[config.mk]
export PLATFORM = sky130hd
export DESIGN_NAME = router_src_arbiter
export DESIGN_NICKNAME = d
export VERILOG_FILES = /design/src/rtl/router_src_arbiter.sv
export SDC_FILE = /design/constraint.sdc
export NUM_CORES = 1
export LEC_CHECK = 0
export BUFFER_PORTS_ARGS = -buffer_cell sky130_fd_sc_hd__buf_2
export CAP_MARGIN = 20
export CORE_ASPECT_RATIO = 1.75
export CORE_MARGIN = 1.5
export CORE_UTILIZATION = 45
export DETAILED_ROUTE_END_ITERATION = 10
export GPL_TIMING_DRIVEN = 0
export HOLD_SLACK_MARGIN = 0.06
export PLACE_DENSITY = 0.69
export SLEW_MARGIN = 20
export SYNTH_ARGS = -nofsm -noshare
export SYNTH_HDL_FRONTEND = slang
export SYNTH_SLANG_ARGS = --single-unit
[constraint.sdc]
create_clock -name clock -period 3.42 [get_ports clock]
set_clock_uncertainty 0.1 [all_clocks]
set_input_delay 1.026 -clock clock [delete_from_list [all_inputs] [get_ports clock]]
set_output_delay 1.026 -clock clock [all_outputs]
set_load 0.1 [all_outputs]
[src/rtl/router_src_arbiter.sv]
// Packet-level round-robin arbiter that shares one router_top input among NUM_SRC sources.
// Illegal-address packets are drained without reaching the router; length violations are flagged.
module router_src_arbiter #(
    parameter int NUM_SRC    = 3,
    parameter int GAP_CYCLES = 2
) (
    input  logic                 clock,
    input  logic                 resetn,
    input  logic [NUM_SRC-1:0]   src_pkt_valid,
    input  logic [8*NUM_SRC-1:0] src_data,
    output logic [NUM_SRC-1:0]   src_busy,
    input  logic                 router_busy,
    output logic                 rtr_pkt_valid,
    output logic [7:0]           rtr_data,
    output logic [NUM_SRC-1:0]   grant,
    output logic                 pkt_done,
    output logic                 len_err,
    output logic                 addr_err,
    output logic [1:0]           state_dbg
);

    localparam int PW = (NUM_SRC > 1) ? $clog2(NUM_SRC) : 1;
    localparam int GW = (GAP_CYCLES > 1) ? $clog2(GAP_CYCLES) : 1;

    localparam logic [1:0] S_IDLE = 2'd0;
    localparam logic [1:0] S_XFER = 2'd1;
    localparam logic [1:0] S_DROP = 2'd2;
    localparam logic [1:0] S_GAP  = 2'd3;

    logic [1:0]    state_q, state_d;
    logic [PW-1:0] owner_q, owner_d;
    logic [PW-1:0] ptr_q, ptr_d;
    logic [6:0]    cnt_q, cnt_d;
    logic [5:0]    len_q, len_d;
    logic [GW-1:0] gap_q, gap_d;
    logic          pkt_done_q, pkt_done_d;
    logic          len_err_q, len_err_d;
    logic          addr_err_q, addr_err_d;

    logic [7:0]    own_data;
    logic          own_valid;
    logic [7:0]    win_hdr;
    logic [PW:0]   cand;
    logic          win_found;
    logic [PW-1:0] win_idx;
    logic [PW-1:0] ptr_nxt;
    logic          last_slot;
    logic          byte_take;

    // Cyclic search for the first requester at or after the round-robin pointer.
    always_comb begin
        win_found = 1'b0;
        win_idx   = '0;
        cand      = '0;
        for (int k = 0; k < NUM_SRC; k++) begin
            cand = {1'b0, ptr_q} + (PW+1)'(k);
            if (cand >= (PW+1)'(NUM_SRC)) begin
                cand = cand - (PW+1)'(NUM_SRC);
            end
            if (!win_found && src_pkt_valid[cand[PW-1:0]]) begin
                win_found = 1'b1;
                win_idx   = cand[PW-1:0];
            end
        end
    end

    assign ptr_nxt = (win_idx == PW'(NUM_SRC - 1)) ? '0 : win_idx + PW'(1);

    always_comb begin
        own_data  = 8'd0;
        own_valid = 1'b0;
        win_hdr   = 8'd0;
        for (int i = 0; i < NUM_SRC; i++) begin
            if (owner_q == PW'(i)) begin
                own_data  = src_data[8*i +: 8];
                own_valid = src_pkt_valid[i];
            end
            if (win_idx == PW'(i)) begin
                win_hdr = src_data[8*i +: 8];
            end
        end
    end

    // cnt==0 is always the header, so the parity slot only exists once a byte has moved.
    assign last_slot = (cnt_q != 7'd0) && (cnt_q == {1'b0, len_q} + 7'd1);

    always_comb begin
        state_d    = state_q;
        owner_d    = owner_q;
        ptr_d      = ptr_q;
        cnt_d      = cnt_q;
        len_d      = len_q;
        gap_d      = gap_q;
        pkt_done_d = 1'b0;
        len_err_d  = 1'b0;
        addr_err_d = 1'b0;
        byte_take  = 1'b0;

        case (state_q)
            S_IDLE: begin
                if (win_found) begin
                    owner_d = win_idx;
                    ptr_d   = ptr_nxt;
                    cnt_d   = 7'd0;
                    if (win_hdr[1:0] == 2'b11) begin
                        state_d    = S_DROP;
                        len_d      = win_hdr[7:2];
                        addr_err_d = 1'b1;
                    end else begin
                        state_d = S_XFER;
                    end
                end
            end
            S_XFER:  byte_take = !router_busy;
            S_DROP:  byte_take = 1'b1;
            S_GAP: begin
                if (gap_q != GW'(GAP_CYCLES - 1)) begin
                    gap_d = gap_q + GW'(1);
                end else if (!router_busy) begin
                    state_d = S_IDLE;
                end
            end
            default: state_d = S_IDLE;
        endcase

        if (byte_take) begin
            if (cnt_q == 7'd0) begin
                cnt_d = 7'd1;
                if (state_q == S_XFER) begin
                    len_d = own_data[7:2];
                end
            end else if (last_slot || !own_valid) begin
                // Parity slot reached, or the source ended early: either way this byte closes the packet.
                pkt_done_d = 1'b1;
                len_err_d  = (last_slot && own_valid) || (!last_slot && !own_valid);
                state_d    = S_GAP;
                gap_d      = '0;
                cnt_d      = 7'd0;
            end else begin
                cnt_d = cnt_q + 7'd1;
            end
        end
    end

    // Handshake: source g's byte moves on a rising edge where src_busy[g]==0; otherwise it holds.
    always_comb begin
        src_busy      = '1;
        grant         = '0;
        rtr_data      = 8'd0;
        rtr_pkt_valid = 1'b0;
        for (int i = 0; i < NUM_SRC; i++) begin
            if (owner_q == PW'(i)) begin
                if (state_q == S_XFER) begin
                    src_busy[i] = router_busy;
                    grant[i]    = 1'b1;
                end else if (state_q == S_DROP) begin
                    src_busy[i] = 1'b0;
                    grant[i]    = 1'b1;
                end
            end
        end
        if (state_q == S_XFER) begin
            rtr_data      = own_data;
            rtr_pkt_valid = own_valid && !last_slot;
        end
    end

    always_ff @(posedge clock) begin
        if (!resetn) begin
            state_q    <= S_IDLE;
            owner_q    <= '0;
            ptr_q      <= '0;
            cnt_q      <= 7'd0;
            len_q      <= 6'd0;
            gap_q      <= '0;
            pkt_done_q <= 1'b0;
            len_err_q  <= 1'b0;
            addr_err_q <= 1'b0;
        end else begin
            state_q    <= state_d;
            owner_q    <= owner_d;
            ptr_q      <= ptr_d;
            cnt_q      <= cnt_d;
            len_q      <= len_d;
            gap_q      <= gap_d;
            pkt_done_q <= pkt_done_d;
            len_err_q  <= len_err_d;
            addr_err_q <= addr_err_d;
        end
    end

    assign pkt_done  = pkt_done_q;
    assign len_err   = len_err_q;
    assign addr_err  = addr_err_q;
    assign state_dbg = state_q;

endmodule

==> results of run 1 <==
-- worst paths after layout --
check,start,end,slack (ns),depth (start not counted)
setup / recovery,cnt_q[0],rtr_pkt_valid,0.06,9
hold / removal,ptr_q[0],ptr_q[0],0.41,2
setup reg to reg,ptr_q[0],state_dbg[1],0.42,9
hold reg to reg,ptr_q[0],ptr_q[0],0.41,2
-- timing repair --
action,4_1_cts,5_1_grt
setup buffers,2,0
cloned,0,0
pin swaps,1,0
setup endpoints to repair,4,4
hold buffers,0,0
gates resized for setup,10,9
-- synth_stat cells, types with 2 or more instances --
| cell | instances |
|---|---|
| nand2_1 | 29 |
| nor2_1 | 25 |
| dfxtp_1 | 23 |
| and2_1 | 17 |
| o21ai_0 | 17 |
| o21ai_1 | 14 |
| a21oi_1 | 13 |
| ha_1 | 12 |
| a31oi_1 | 11 |
| mux2i_1 | 11 |
| inv_1 | 10 |
| clkbuf_1 | 9 |
| nor2b_1 | 8 |
| nand3_1 | 6 |
| o31ai_1 | 6 |
| and2_0 | 4 |
| nand3b_1 | 4 |
| nor4_1 | 4 |
| xnor2_1 | 4 |
| a221o_1 | 3 |
| a221o_2 | 3 |
| nand2b_1 | 3 |
| nor3_1 | 3 |
| xor2_1 | 3 |
| and3_1 | 2 |
| o21a_1 | 2 |
| o21a_2 | 2 |
| o22ai_1 | 2 |
-- cells in the final DEF, fill, tap and decap left out, types with 11 or more instances in the layout --
master / Yosys / final
and2_1: 17 / 16
mux2i_1: 11 / 11
o21ai_1: 14 / 15
o21ai_0: 17 / 16
nand2_1: 29 / 29
a31oi_1: 11 / 11
dfxtp_1: 23 / 19
buf_2: 1 / 48
nor2_1: 25 / 25
a21oi_1: 13 / 13
-- layout make-up --
| cell class | instances | area, um2 |
|---|---|---|
| Buffer | 9 | 37.5 |
| Clock buffer | 3 | 41.3 |
| Clock inverter | 1 | 5.00 |
| Fill cell | 492 | 2070 |
| Inverter | 10 | 37.5 |
| Multi-Input combinational cell | 237 | 1620 |
| Sequential cell | 23 | 465 |
| Tap cell | 52 | 65.1 |
| Timing Repair Buffer | 51 | 280 |
-- sequential cells by signal, summed over array words and instances, names as in the netlist --
register / cells
pkt_done: 1
addr_err: 1
owner_q: 2
len_err: 1
gap_q: 1
cnt_q: 7
state_dbg: 2
ptr_q: 2
len_q: 6
-- cell families after synthesis --
family                     Yosys count  share of synthesized area
adders and majority gates           12                     0.0702
buffers and inverters               20                     0.0357
AOI/OAI and AO/OA                   86                      0.283
xor gates and xnor gates             7                     0.0287
and+or+nand+nor                    121                      0.316
DFF                                 23                      0.215
muxes                               11                     0.0515
-- worst max-delay path: cells and delay by family (launching register included) --
kind	cells	cell delay, ns
buffers and inverters	2	0.25
DFF	1	0.36
adders and majority gates	2	0.34
and+or+nand+nor	5	1.01
-- layer usage --
layer  vias up  GRT usage  wire length [um]
met5         -          0                 0
met4         0     0.0732               129
met3        10     0.0143               129
met2        50      0.489              3540
met1      1072      0.259              2280
li1       1127          -                 -
-- stage by stage --
stage | total power (W) | util
final | 0.00230 | 0.552
after global routing | 0.00244 | 0.552
after CTS | 0.00229 | 0.551
after detailed placement | 0.00208 | 0.530
after global placement | 0.00206 | 0.530
after floorplan | 0.00175 | -
-- report_power, final --
part	switching [W]	internal [W]
logic	0.00118	0.000526
clock network	0.0000919	0.0000814
registers	0.0000800	0.000340
==> flow_summary.yaml, run 1 <==
yosys:
  synth_cell_types: 58
  ys_async_sr_fraction: 0
  yosys.area.top_type: "dfxtp_1"
  ys_top_cells_by_area: "dfxtp_1 22%, ha_1 7.0%, mux2i_1 5.1%"
  synth_area_um2: 2140
  syn_area_per_cell_um2: 7.64
  synth_edf_count: 0
  syn_inst: 280
  yosys_warnings: 0
  synth-seq-cells: 23
  synthesis.nets: 322
  ys.flop_type: "dfxtp_1"
  synth-seq-area-share: 0.215
  synth.top_cell.area_share: 0.215
cts:
  cts.sinks: 23
  cts_buffers: 3
  worstSkewPairLatency_ns: 0.27
  tritoncts: "yes"
  htreeDepth: 1
  root_buffer: "clkbuf_8"
  clk_pin_slew_worst_paths_ns: 0.09
  max-clock-path-buffers: 2
grt:
  grt_pass1_vias: 2118
  grt_use_total: 0.249
  grt_max_degree: 14
  grt_first_pass_wirelength_mm: 9.54
  antenna_found_initial: 0
  grt-ovfl-total: 0
critical_path:
  cp.arrival_ns: 2.23
  critical_path.max_stage_delay_ns: 0.47
  critPathKind: "reg2out"
  path_max_fanout: 5
  crit_chain: "inv_1, ha_1, or4b_4, nor3_4, nor4_1, nand3_1, ha_2, and2_2, buf_12"
  end_kind: "output pin"
  crit_slowest_cell: "or4b_4"
  start_kind: "flop"
  cp.required_ns: 2.29
min_path:
  hp-class: "reg2reg"
place:
  dpl_worst_slack_ns: -0.482
  dp.cells: 381
  dp_hpwl_mm: 4.89
  gp_congestion: 0.810
  io_buffers: 49
  post_dp_cell_area_um2: 2450
drt:
  wl_mm: 6.08
  dr.pass1.iters: 4
  viasPerCell: 5.85
  drc: 0
  drt-initial-drc-count: 78
  vias: 2259
  wire_per_inst_um: 15.7
  ant_nets: 0
outcome:
  outcome: "completed"
die:
  floorplan.io_pins: 50
  initial_utilization: 0.462
  dieArea_um2: 5190
  core_area_um2: 4620
  dieHeight_um: 94.2
  chipWidth_um: 55.1
  rows: 33
power:
  leakage_nw: 1.04
  peakVddDrop_uv: 618
  powerDensity_nw_per_um2: 901
sta:
  rsz0062_at_grt: "true"
  period_share: 0.982
  worst_pin_slew_ns: 0.702
  hold_ws_ns: 0.414
  final.setup.worst_slack_ns: 0.0599
  slew_headroom: 0.525
  setup-tns-final_ns: 0
  setup_violations: 0
  slew_viol_final: 0
  clock.fmax_mhz: 298
  post-route-min-period_ns: 3.36
  finalHoldViolations: 0
final_layout:
  area_delta_synth_final_pct: 19.5
  drive_gt1_frac: 0.251
  final-instance-count-excl-fill: 386
  nets: 377
  post-route-cell-area_um2: 2550
  antenna_cells: 0
run:
  drv_cap: 0
Note: power is estimated with default switching activity, not from simulation.
==> run 2, diff against run 1 <==
--- a/config.mk
+++ b/config.mk
@@ -14,6 +14,7 @@
 export GPL_TIMING_DRIVEN = 0
 export HOLD_SLACK_MARGIN = 0.06
 export PLACE_DENSITY = 0.69
+export SETUP_SLACK_MARGIN = 0.5
 export SLEW_MARGIN = 20
 export SYNTH_ARGS = -nofsm -noshare
 export SYNTH_HDL_FRONTEND = slang
==> flow_summary.yaml, run 2 (synthesis gave the netlist of run 1 again) <==
outcome:
  outcome: "completed"
grt:
  grt-ovfl-total: 0
  grt_first_pass_wirelength_mm: 9.58
  grt_pass1_vias: 2175
  antenna_found_initial: 0
  grt_max_degree: 14
  grt_use_total: 0.250
sta:
  finalHoldViolations: 0
  worst_pin_slew_ns: 0.557
  post-route-min-period_ns: 3.23
  slew_headroom: 0.627
  final.setup.worst_slack_ns: 0.186
  period_share: 0.946
  slew_viol_final: 0
  clock.fmax_mhz: 309
  rsz0062_at_grt: "true"
  setup_violations: 0
critical_path:
  critPathKind: "in2out"
  cp.required_ns: 2.29
  cp.arrival_ns: 2.11
  crit_chain: "buf_2, mux2i_1, o21ai_0, ha_2, and2_4, buf_12"
  crit_slowest_cell: "o21ai_0"
  critical_path.max_stage_delay_ns: 0.26
  end_kind: "output pin"
  path_max_fanout: 8
  start_kind: "input port"
final_layout:
  post-route-cell-area_um2: 2880
  seqCellArea_um2: 485
  final_core_util: 0.622
  antenna_cells: 0
  max_flop_register: "cnt_q"
  layout_commonest_cell: "buf_2"
  final-instance-count-excl-fill: 398
  nFillCells: 442
  nets: 389
  multiInputGateArea_um2: 1750
  drive_gt1_frac: 0.379
  top_regs: "cnt_q: 7 flops, len_q: 6 flops"
  final_cell_mix: "37 x buf_2, 29 x nand2_1, 25 x nor2_1"
  largest_reg_flops: 7
  area_delta_synth_final_pct: 34.5
place:
  dp_hpwl_mm: 4.82
  io_buffers: 49
  dpl_worst_slack_ns: -0.251
  post_dp_cell_area_um2: 2490
  gp_congestion: 0.828
  dp.cells: 381
cts:
  tritoncts: "yes"
  htreeDepth: 1
  root_buffer: "clkbuf_8"
  cts_buffers: 3
  cts.sinks: 23
  worstSkewPairLatency_ns: 0.27
  max-clock-path-buffers: 2
  clk_pin_slew_worst_paths_ns: 0.09
drt:
  highest_layer: "met4"
  met3WireLength_um: 102
  ant_nets: 0
  wl_met1_mm: 2.38
  drt-initial-drc-count: 74
  viasPerCell: 5.79
  wl_met2_mm: 3.57
  dr.pass1.iters: 4
  drc: 0
  wl_mm: 6.21
  wire_per_inst_um: 15.6
  vias: 2306
die:
  rows: 33
  initial_utilization: 0.462
  floorplan.io_pins: 50
  dieHeight_um: 94.2
  core_area_um2: 4620
  dieArea_um2: 5190
  chipWidth_um: 55.1
power:
  leakage_nw: 1.15
  powerDensity_nw_per_um2: 886
  peakVddDrop_uv: 775
min_path:
  hp-class: "reg2reg"
run:
  drv_cap: 0
[run 2: changes by cell type in the layout (fill, tap and decap cells not counted), moves of 3 or more]
cell     change
o21ai_1      +6
buf_6        +4
inv_1        -3
dfxtp_4      +5
buf_4       +15
ha_4         +3
and2_2       +9
o21ai_0      -6
buf_2       -11
dfxtp_1      -6
and2_1      -11
ha_1         -3
[run 2: layer usage]
metal | global-route usage | vias to the layer above
met5 | 0 | -
li1 | - | 1152
met2 | 0.475 | 48
met4 | 0.102 | 0
met1 | 0.260 | 1093
met3 | 0.0207 | 13
[run 2: worst paths after layout]
check | depth (start not counted) | to | from | slack [ns]
worst min-delay path | 2 | ptr_q[0] | ptr_q[0] | 0.39
worst max-delay path | 6 | rtr_pkt_valid | src_pkt_valid[1] | 0.19
worst min register to register | 2 | ptr_q[0] | ptr_q[0] | 0.39
worst max register to register | 10 | len_q[5] | ptr_q[0] | 0.69
[run 2: report_power, final]
part           leakage (nW)  switching, W  internal, W  total, W
logic                 0.929       0.00124     0.000699   0.00194
registers             0.193     0.0000853     0.000347  0.000433
clock network        0.0255     0.0000935    0.0000815  0.000175
[run 2: what timing repair did]
item	in CTS	in global routing
resized for setup	46	32
setup endpoints to repair	15	23
buffers inserted	5	8
hold buffers	0	0
pin swaps	5	12
[run 2: area by class of cell]
| class | instances | share of cell area |
|---|---|---|
| Buffer | 10 | 0.0235 |
| Clock buffer | 3 | 0.0144 |
| Clock inverter | 1 | 0.00174 |
| Inverter | 10 | 0.0139 |
| Multi-Input combinational cell | 237 | 0.608 |
| Sequential cell | 23 | 0.169 |
| Tap cell | 52 | 0.0226 |
| Timing Repair Buffer | 62 | 0.147 |
[run 2: worst max-delay path: cells and delay by family]
kind / cells / cell delay (ns)
and+or+nand+nor: 1 / 0.15
AOI/OAI and AO/OA: 1 / 0.26
adders and majority gates: 1 / 0.25
buffers and inverters: 2 / 0.32
muxes: 1 / 0.09
[run 2: through the flow]
stage / power, W / hold WS [ns] / TNS (ns)
finish: 0.00255 / 0.392 / 0
global route: 0.00269 / 0.406 / 0
global placement: 0.00210 / 0.385 / -0.224
CTS: 0.00238 / 0.411 / 0
floorplan: 0.00178 / 0.366 / 0
detailed placement: 0.00211 / 0.398 / -0.251
